File: config.mk
export PLATFORM = sky130hd
export DESIGN_NAME = combo_bist
export DESIGN_NICKNAME = d
export VERILOG_FILES = /design/src/rtl/combo_pkg.sv /design/src/rtl/combo_ref.sv /design/src/rtl/combo_bist.sv
export SDC_FILE = /design/constraint.sdc
export NUM_CORES = 1
export LEC_CHECK = 0
export BUFFER_PORTS_ARGS = -buffer_cell sky130_fd_sc_hd__buf_2
export CAP_MARGIN = 5
export CORE_MARGIN = 4
export CORE_UTILIZATION = 58
export CTS_CLUSTER_DIAMETER = 100
export DETAILED_ROUTE_END_ITERATION = 6
export PLACE_DENSITY = 0.85
export SYNTH_ARGS = -nofsm -noshare
export SYNTH_HDL_FRONTEND = slang
export SYNTH_HIERARCHICAL = 1
export SYNTH_SLANG_ARGS = --single-unit
File: constraint.sdc
create_clock -name clk -period 3 [get_ports clk]
set_input_delay 0.15 -clock clk [delete_from_list [all_inputs] [get_ports clk]]
set_output_delay 0.15 -clock clk [all_outputs]
set_load 0.005 [all_outputs]
File: src/rtl/combo_pkg.sv
// Shared constants, state encoding and vector-to-stimulus mapping for the
// combo BIST sequencer and its golden reference model.
package combo_pkg;

  localparam logic [1:0] CH_MUX = 2'b00;
  localparam logic [1:0] CH_ENC = 2'b01;
  localparam logic [1:0] CH_DEC = 2'b10;

  localparam logic [3:0] MUX_FIRST = 4'd0;
  localparam logic [3:0] ENC_FIRST = 4'd8;
  localparam logic [3:0] DEC_FIRST = 4'd12;
  localparam logic [3:0] LAST      = 4'd15;

  typedef enum logic [1:0] {
    ST_IDLE  = 2'd0,
    ST_DRIVE = 2'd1,
    ST_CHECK = 2'd2,
    ST_DONE  = 2'd3
  } state_e;

  typedef struct packed {
    logic [1:0] choice;
    logic       sel;
    logic       i0;
    logic       i1;
    logic [3:0] enc_in;
    logic [1:0] dec_in;
  } stim_t;

  // Stimulus for a vector index; fields not used by the selected mode stay 0.
  function automatic stim_t vec_stim(input logic [3:0] idx);
    stim_t s;
    s = '0;
    if (idx < ENC_FIRST) begin
      s.choice = CH_MUX;
      {s.sel, s.i0, s.i1} = 3'(idx - MUX_FIRST);
    end else if (idx < DEC_FIRST) begin
      s.choice = CH_ENC;
      s.enc_in = 4'b0001 << (idx - ENC_FIRST);
    end else begin
      s.choice = CH_DEC;
      s.dec_in = 2'(idx - DEC_FIRST);
    end
    return s;
  endfunction

endpackage

File: src/rtl/combo_ref.sv
// Golden model of the combo block: expected mux, one-hot encoder and
// 2-to-4 decoder responses for a given stimulus.
module combo_ref (
  input  logic       sel_i,
  input  logic       i0_i,
  input  logic       i1_i,
  input  logic [3:0] enc_in_i,
  input  logic [1:0] dec_in_i,
  output logic       mux_o,
  output logic [1:0] enc_o,
  output logic [3:0] dec_o
);

  assign mux_o = sel_i ? i1_i : i0_i;
  assign dec_o = 4'b0001 << dec_in_i;

  // Priority form; only one-hot inputs are ever checked.
  always_comb begin
    enc_o = 2'd0;
    if (enc_in_i[3])      enc_o = 2'd3;
    else if (enc_in_i[2]) enc_o = 2'd2;
    else if (enc_in_i[1]) enc_o = 2'd1;
  end

endmodule

File: src/rtl/combo_bist.sv
// Start-triggered self-test sequencer: walks 16 vectors through combo,
// compares each response against combo_ref and records the results.
module combo_bist
  import combo_pkg::*;
#(
  parameter int SETTLE = 1,
  parameter int FAIL_W = 5
) (
  input  logic              clk,
  input  logic              rst_n,
  input  logic              start,
  input  logic              mux_out,
  input  logic [1:0]        enc_out,
  input  logic [3:0]        dec_out,
  output logic [1:0]        choice,
  output logic              sel,
  output logic              I0,
  output logic              I1,
  output logic [3:0]        enc_in,
  output logic [1:0]        dec_in,
  output logic              busy,
  output logic              done,
  output logic              pass,
  output logic [FAIL_W-1:0] fail_count,
  output logic [3:0]        first_fail
);

  localparam int CNT_W = (SETTLE > 1) ? $clog2(SETTLE) : 1;
  localparam logic [CNT_W-1:0] SETTLE_LAST = CNT_W'(SETTLE - 1);
  localparam logic [FAIL_W-1:0] FAIL_MAX = {FAIL_W{1'b1}};

  state_e            state_q, state_d;
  logic [3:0]        vec_q, vec_d;
  logic [CNT_W-1:0]  settle_q, settle_d;
  stim_t             stim_q, stim_d;
  logic              busy_q, busy_d;
  logic              done_q, done_d;
  logic [FAIL_W-1:0] fail_q, fail_d;
  logic [3:0]        first_q, first_d;

  logic       exp_mux;
  logic [1:0] exp_enc;
  logic [3:0] exp_dec;
  logic       mismatch;

  combo_ref u_ref (
    .sel_i    (stim_q.sel),
    .i0_i     (stim_q.i0),
    .i1_i     (stim_q.i1),
    .enc_in_i (stim_q.enc_in),
    .dec_in_i (stim_q.dec_in),
    .mux_o    (exp_mux),
    .enc_o    (exp_enc),
    .dec_o    (exp_dec)
  );

  // Only the response of the mode currently driven is meaningful.
  always_comb begin
    mismatch = 1'b0;
    case (stim_q.choice)
      CH_MUX:  mismatch = (mux_out != exp_mux);
      CH_ENC:  mismatch = (enc_out != exp_enc);
      CH_DEC:  mismatch = (dec_out != exp_dec);
      default: mismatch = 1'b0;
    endcase
  end

  always_comb begin
    state_d  = state_q;
    vec_d    = vec_q;
    settle_d = settle_q;
    stim_d   = stim_q;
    busy_d   = busy_q;
    done_d   = done_q;
    fail_d   = fail_q;
    first_d  = first_q;
    case (state_q)
      ST_IDLE, ST_DONE: begin
        if (start) begin
          state_d  = ST_DRIVE;
          vec_d    = MUX_FIRST;
          settle_d = '0;
          stim_d   = vec_stim(MUX_FIRST);
          busy_d   = 1'b1;
          done_d   = 1'b0;
          fail_d   = '0;
          first_d  = '0;
        end
      end
      ST_DRIVE: begin
        if (settle_q == SETTLE_LAST) state_d = ST_CHECK;
        else                         settle_d = settle_q + CNT_W'(1);
      end
      ST_CHECK: begin
        if (mismatch) begin
          // A zero count means no earlier failure, even after saturation.
          if (fail_q == '0)      first_d = vec_q;
          if (fail_q != FAIL_MAX) fail_d = fail_q + FAIL_W'(1);
        end
        if (vec_q == LAST) begin
          state_d = ST_DONE;
          stim_d  = '0;
          busy_d  = 1'b0;
          done_d  = 1'b1;
        end else begin
          state_d  = ST_DRIVE;
          vec_d    = vec_q + 4'd1;
          settle_d = '0;
          stim_d   = vec_stim(vec_q + 4'd1);
        end
      end
      default: state_d = ST_IDLE;
    endcase
  end

  always_ff @(posedge clk) begin
    if (!rst_n) begin
      state_q  <= ST_IDLE;
      vec_q    <= '0;
      settle_q <= '0;
      stim_q   <= '0;
      busy_q   <= 1'b0;
      done_q   <= 1'b0;
      fail_q   <= '0;
      first_q  <= '0;
    end else begin
      state_q  <= state_d;
      vec_q    <= vec_d;
      settle_q <= settle_d;
      stim_q   <= stim_d;
      busy_q   <= busy_d;
      done_q   <= done_d;
      fail_q   <= fail_d;
      first_q  <= first_d;
    end
  end

  assign choice     = stim_q.choice;
  assign sel        = stim_q.sel;
  assign I0         = stim_q.i0;
  assign I1         = stim_q.i1;
  assign enc_in     = stim_q.enc_in;
  assign dec_in     = stim_q.dec_in;
  assign busy       = busy_q;
  assign done       = done_q;
  assign pass       = done_q && (fail_q == '0);
  assign fail_count = fail_q;
  assign first_fail = first_q;

endmodule

==> results of run 1 <==
worst paths after layout:
| kind | startpoint | endpoint | cells after the start |
|---|---|---|---|
| worst min register to register | I0 | I0 | 2 |
| worst min-delay path | start | state_q[1] | 3 |
| worst max-delay path | state_q[0] | choice[1] | 6 |
| worst max register to register | state_q[0] | choice[1] | 6 |
through the flow:
stage	area, um^2	instances	hold slack [ns]
detailed placement	1740	233	0.469
global route	1780	237	0.146
CTS	1780	237	0.148
finish	1780	237	0.156
global placement	1740	233	0.450
floorplan	1580	180	0.360
layer usage:
layer  track usage  routed length, um  vias up
li1              -                  -      711
met1         0.241               1510      674
met2         0.418               1940       40
met3        0.0367                186        5
met4        0.0854                 43        0
met5             0                  0        -
Yosys cell counts (2+ instances only):
| cell type | instances |
|---|---|
| inv_1 | 8 |
| nand3_1 | 11 |
| ha_1 | 6 |
| a21boi_0 | 5 |
| nor2b_1 | 10 |
| nand2_1 | 14 |
| o31a_1 | 3 |
| xnor2_1 | 6 |
| o211ai_1 | 2 |
| mux2_2 | 2 |
| a22o_1 | 5 |
| nor2_1 | 8 |
| a22oi_1 | 5 |
| dfxtp_1 | 28 |
| buf_2 | 6 |
| o2111ai_1 | 3 |
| and3_1 | 3 |
| and2_1 | 8 |
| clkbuf_1 | 4 |
| nand4_1 | 5 |
| o311a_1 | 2 |
| nand3b_1 | 2 |
| xor2_1 | 3 |
| o21ai_0 | 7 |
| a21oi_1 | 3 |
worst register-to-register path, stage by stage (launching register included):
cell and delay, ns:
dfxtp_1 0.36, inv_1 0.06, ha_1 0.64, mux2i_2 0.35
buf_4 0.30, or3_1 0.37, a21boi_0 0.14
cells by family after synthesis:
family                     Yosys count
adders and majority gates            6
and+or+nand+nor                     71
xor gates and xnor gates             9
AOI/OAI and AO/OA                   44
muxes                                4
DFF                                 28
buffers and inverters               18
power breakdown:
group	switching [mW]	leakage (nW)	internal, mW	total, mW
clock network	0.111	0.0210	0.0745	0.186
logic	0.214	0.489	0.122	0.336
registers	0.0193	0.226	0.395	0.414
total	0.344	0.736	0.591	0.936
cells in the final DEF, fill, tap and decap left out, types with 5 or more instances in the layout:
master and count:
dfxtp_1 28, nand2_1 14, ha_1 6, buf_2 32, a22o_1 5, xnor2_1 6
nor2_1 8, o21ai_0 7, a21boi_0 5, nor2b_1 10, and2_1 8, nand4_1 5
inv_1 8, nand3_1 11, a22oi_1 5
flip-flops by register name (all words and copies together) (netlist names):
signal,count
vec_q,4
enc_in,4
sel,1
I0,1
I1,1
done,1
first_fail,4
choice,2
state_q,2
busy,1
dec_in,2
fail_count,5
final cells by class:
type                            instances  area, um^2  area share
Multi-Input combinational cell        134         946       0.532
Sequential cell                        28         561       0.315
Timing Repair Buffer                   33         168      0.0943
Tap cell                               30        37.5      0.0211
Clock buffer                            4        36.3      0.0204
Inverter                                8        30.0      0.0169
==> flow_summary.ini, run 1 <==
[placement]
place.detailed.hpwl_um = 2700
port-buffer-count = 32
gp_congestion = 0.890
dp_slack_ns = 0.818

[yosys]
synth_seq_area_share = 0.355
yosysTopAreaCellShare = 0.355
netlist_area_um2 = 1580
synth_top_family_by_area = simple AND/OR/NAND/NOR gates
synth_edf_count = 0
synth_fp_nets = 196
netlist_instances = 180
synthTopCellsByArea = dfxtp_1 (36%), ha_1 (4.8%), nor2b_1 (4.0%), nand3_1 (3.5%), nand2_1 (3.3%)
synth_compound_gate_area_share = 0.222
async_reset_ff_frac = 0
synth_top_area_cell = dfxtp_1
synth-xor-area-share = 0.0500
synthSimpleGateAreaFrac = 0.247
synthAdderAreaFrac = 0.0476
synth-seq-cells = 28
synth-main-ff-cell = dfxtp_1
syn_avg_cell_area_um2 = 8.77
muxShareOfSynthArea = 0.0301
ys_warn_count = 6
yosys.cell_types.count = 46

[floorplan]
core_area_um2 = 2540
dieArea_um2 = 3620
ioPinCount = 33
die_height_um = 60.2
start_util = 0.620
die_w_um = 60.2
rows = 18

[route]
via_per_inst = 6.03
wl_um = 3680
firstDrtPassIters = 4
routedWlPerCell_um = 15.5
drc = 0
drt-initial-drc-count = 94
antenna_left = 0
vias = 1430

[pwr]
ir_drop_mv = 0.723
power_uw = 936
powerDensity_nw_per_um2 = 526
leakage_nw = 0.736

[worst_setup_path]
arrival_ns = 2.55
start_kind = flop
worstPathCellList = inv_1 > ha_1 > mux2i_2 > buf_4 > or3_1 > a21boi_0
cp_slowest_stage_delay_ns = 0.64
crit_type = reg -> reg
end_kind = flop
regToRegSetupSlack_ns = 0.73
critPathMaxFanout = 23
slowest_stage = ha_1
critPathBufInv = 2
critical-path-top-delay-family = adder cells
cp_data_required_time_ns = 3.28

[sta]
setup_ws_ns = 0.726
slew_viol_final = 0
final.period_utilization = 0.758
setup_viol = 0
grt_setup_unrepaired = false
fmax_ghz = 0.440
tns_ns = 0
clock-skew-final_ns = 0.00511
tightest_slew_ns = 0.748
finalCriticalPeriod_ns = 2.27
finalHoldViolCount = 0
slew_headroom = 0.501

[final_layout]
drive_gt1_frac = 0.213
area_delta_synth_final_pct = 12.7
fin_util = 0.699
nNetsFinal = 224
nFillCells = 209
n_antenna_cell = 0

[clock_network]
cts_tree = yes
cts_resized = 0
cts_buffers = 3
cts_htree_levels = 1
clock_path_buffers = 2
worstSkewPairLatency_ns = 0.34
cts_root_buf = clkbuf_4
cts_hold_buf = 0
cts.sinks = 28
clk_pin_slew_ns = 0.15
post_cts_buffers = 0

[flow_run]
cap_violations = 0

[run_status]
run_status = complete, no violations

[global_routing]
overflow = 0
grt_max_degree = 32
grt_pass1_vias = 1389
grt_usage = 0.221
grt_antenna_before_repair = 0
grt_first_pass_wirelength_um = 6130

[worst_hold_path]
hold_class = in -> reg
Note: power is estimated with default switching activity, not from simulation.
==> inputs of run 2 (changes only) <==
--- a/config.mk
+++ b/config.mk
@@ -8,10 +8,10 @@
 export BUFFER_PORTS_ARGS = -buffer_cell sky130_fd_sc_hd__buf_2
 export CAP_MARGIN = 5
 export CORE_MARGIN = 4
-export CORE_UTILIZATION = 58
+export CORE_UTILIZATION = 48
 export CTS_CLUSTER_DIAMETER = 100
 export DETAILED_ROUTE_END_ITERATION = 6
-export PLACE_DENSITY = 0.85
+export PLACE_DENSITY = 0.75
 export SYNTH_ARGS = -nofsm -noshare
 export SYNTH_HDL_FRONTEND = slang
 export SYNTH_HIERARCHICAL = 1
==> constraint.sdc (replaced) <==
create_clock -name clk -period 1.9 [get_ports clk]
set_input_delay 0.095 -clock clk [delete_from_list [all_inputs] [get_ports clk]]
set_output_delay 0.095 -clock clk [all_outputs]
set_load 0.005 [all_outputs]
==> run 2 against run 1 <==
Net effect: non-clock buffer count is 9 higher; via count is 3.0% higher; clock-buffer cell count is 1 lower; sequential power is 57% higher; sequential share of layout area is 2.1 points lower; global-route usage is 3.2 points lower; wire length is 2.9% higher; final cell count is 9.7% higher; critical path type unchanged.
==> flow_summary.ini, run 2 (synthesis gave the netlist of run 1 again) <==
[route]
drc = 0
drt-initial-drc-count = 79
via_per_inst = 5.67
vias = 1473
wl_um = 3790
routedWlPerCell_um = 14.6
firstDrtPassIters = 4
antenna_left = 0

[clock_network]
cts.sinks = 28
cts_root_buf = clkbuf_4
cts_tree = yes
cts_htree_levels = 1
worstSkewPairLatency_ns = 0.33
post_cts_buffers = 0
clock_path_buffers = 2
clk_pin_slew_ns = 0.16
cts_buffers = 3

[worst_hold_path]
hold_class = in -> reg
min_from = rst_n

[pwr]
p_sw_frac = 0.343
powerDensity_nw_per_um2 = 905
power_frac_seq = 0.376
clock_power_share = 0.228
ir_drop_mv = 0.889
p_switching_uw = 593
comb_power_share = 0.396
intPower_mw = 1.14
leakage_nw = 0.795

[global_routing]
grt_use_met1 = 0.244
use_met2 = 0.335
grt_usage = 0.190
grt_antenna_before_repair = 0
grt_max_degree = 19
grt_first_pass_wirelength_um = 6480
grt_pass1_vias = 1404
overflow = 0
met3_usage = 0.0274
busiest_layer = met2

[final_layout]
area_delta_synth_final_pct = 21.3
multi_input_area_um2 = 977
n_antenna_cell = 0
final_common_cell = buf_2
drive_gt1_frac = 0.269
regArea_um2 = 563
fin_util = 0.617
layout.cells.non_filler = 260
nFillCells = 290
nNetsFinal = 233
largest_register_ffs = 5
final_cell_mix = buf_2 (32), dfxtp_1 (26), nand2_1 (14)

[worst_setup_path]
end_kind = flop
cp_slowest_stage_delay_ns = 0.38
start_kind = flop
arrival_ns = 2.08
rr_startpoint = sel
critical-path-top-delay-family = simple AND/OR/NAND/NOR gates
cp_data_required_time_ns = 2.14
startpoint = sel
critPathBufInv = 0
critPathMaxFanout = 3
crit_type = reg -> reg
worstPathCellList = mux2_4 > xor2_1 > or3_4 > o2111a_1 > and4_1 > o31a_1
slowest_stage = dfxtp_2

[sta]
fmax_ghz = 0.542
setup_viol = 0
grt_setup_unrepaired = true
slew_viol_final = 0
slew_headroom = 0.724
timing.hold.ws_ns = 0.115
tightest_slew_ns = 0.412
finalCriticalPeriod_ns = 1.84
tns_ns = 0
clock-skew-final_ns = 0.00597
final.period_utilization = 0.970
finalHoldViolCount = 0

[placement]
dp.cells = 256
gp_congestion = 0.792
place.detailed.hpwl_um = 2870
port-buffer-count = 32

[floorplan]
ioPinCount = 33
die_height_um = 65.3
die_w_um = 65.3
core_area_um2 = 3100
rows = 20
dieArea_um2 = 4270
start_util = 0.508

[run_status]
run_status = complete, no violations

[flow_run]
cap_violations = 0
-- run 2: cell type report --
| cell class | count | area share |
|---|---|---|
| clock buffers | 3 | 0.0118 |
| clock inverters | 1 | 0.0157 |
| inverters | 8 | 0.0157 |
| multi-input cells | 134 | 0.511 |
| flip-flops and latches | 28 | 0.294 |
| well taps | 44 | 0.0288 |
| repair buffers | 42 | 0.123 |
-- run 2: what timing repair did --
action | 4_1_cts | 5_1_grt
gates resized for setup | 2 | 6
hold buffers | 0 | 0
endpoints found under the setup margin | 9 | 18
pin swaps | 0 | 2
-- run 2: per-stage QoR --
| step | worst slack [ns] | instance area (um^2) | power (mW) |
|---|---|---|---|
| after floorplan | 0.0706 | 1580 | 1.07 |
| after global placement | 0.0657 | 1830 | 1.24 |
| after detailed placement | -0.0114 | 1830 | 1.27 |
| after CTS | -0.00942 | 1880 | 1.67 |
| after global routing | -0.0160 | 1910 | 1.84 |
| final | 0.0566 | 1910 | 1.73 |
-- run 2: worst reg2reg max path, cell delays in order, from the launching register on --
cell and delay, ns:
dfxtp_2 0.38, mux2_4 0.30, xor2_1 0.16, or3_4 0.34
o2111a_1 0.17, and4_1 0.16, o31a_1 0.24
-- run 2: power by group through the flow --
stage / Clock (mW) / Combinational, mW / Sequential, mW
final: 0.394 / 0.685 / 0.651
after floorplan: 0 / 0.410 / 0.655
after CTS: 0.401 / 0.622 / 0.646
after global routing: 0.424 / 0.757 / 0.655
after global placement: 0 / 0.581 / 0.655
after detailed placement: 0 / 0.612 / 0.658
-- run 2: per-layer routing --
metal	vias to the layer above	wire length (um)
li1	727	-
met1	697	1710
met2	47	1850
met3	2	220
met4	0	6
met5	-	0
-- run 2: final timing paths --
check	to	depth (start not counted)	slack, ns
min	fail_count[3]	2	0.12
max reg2reg	fail_count[2]	6	0.06
max	fail_count[2]	6	0.06
min reg2reg	enc_in[0]	2	0.47
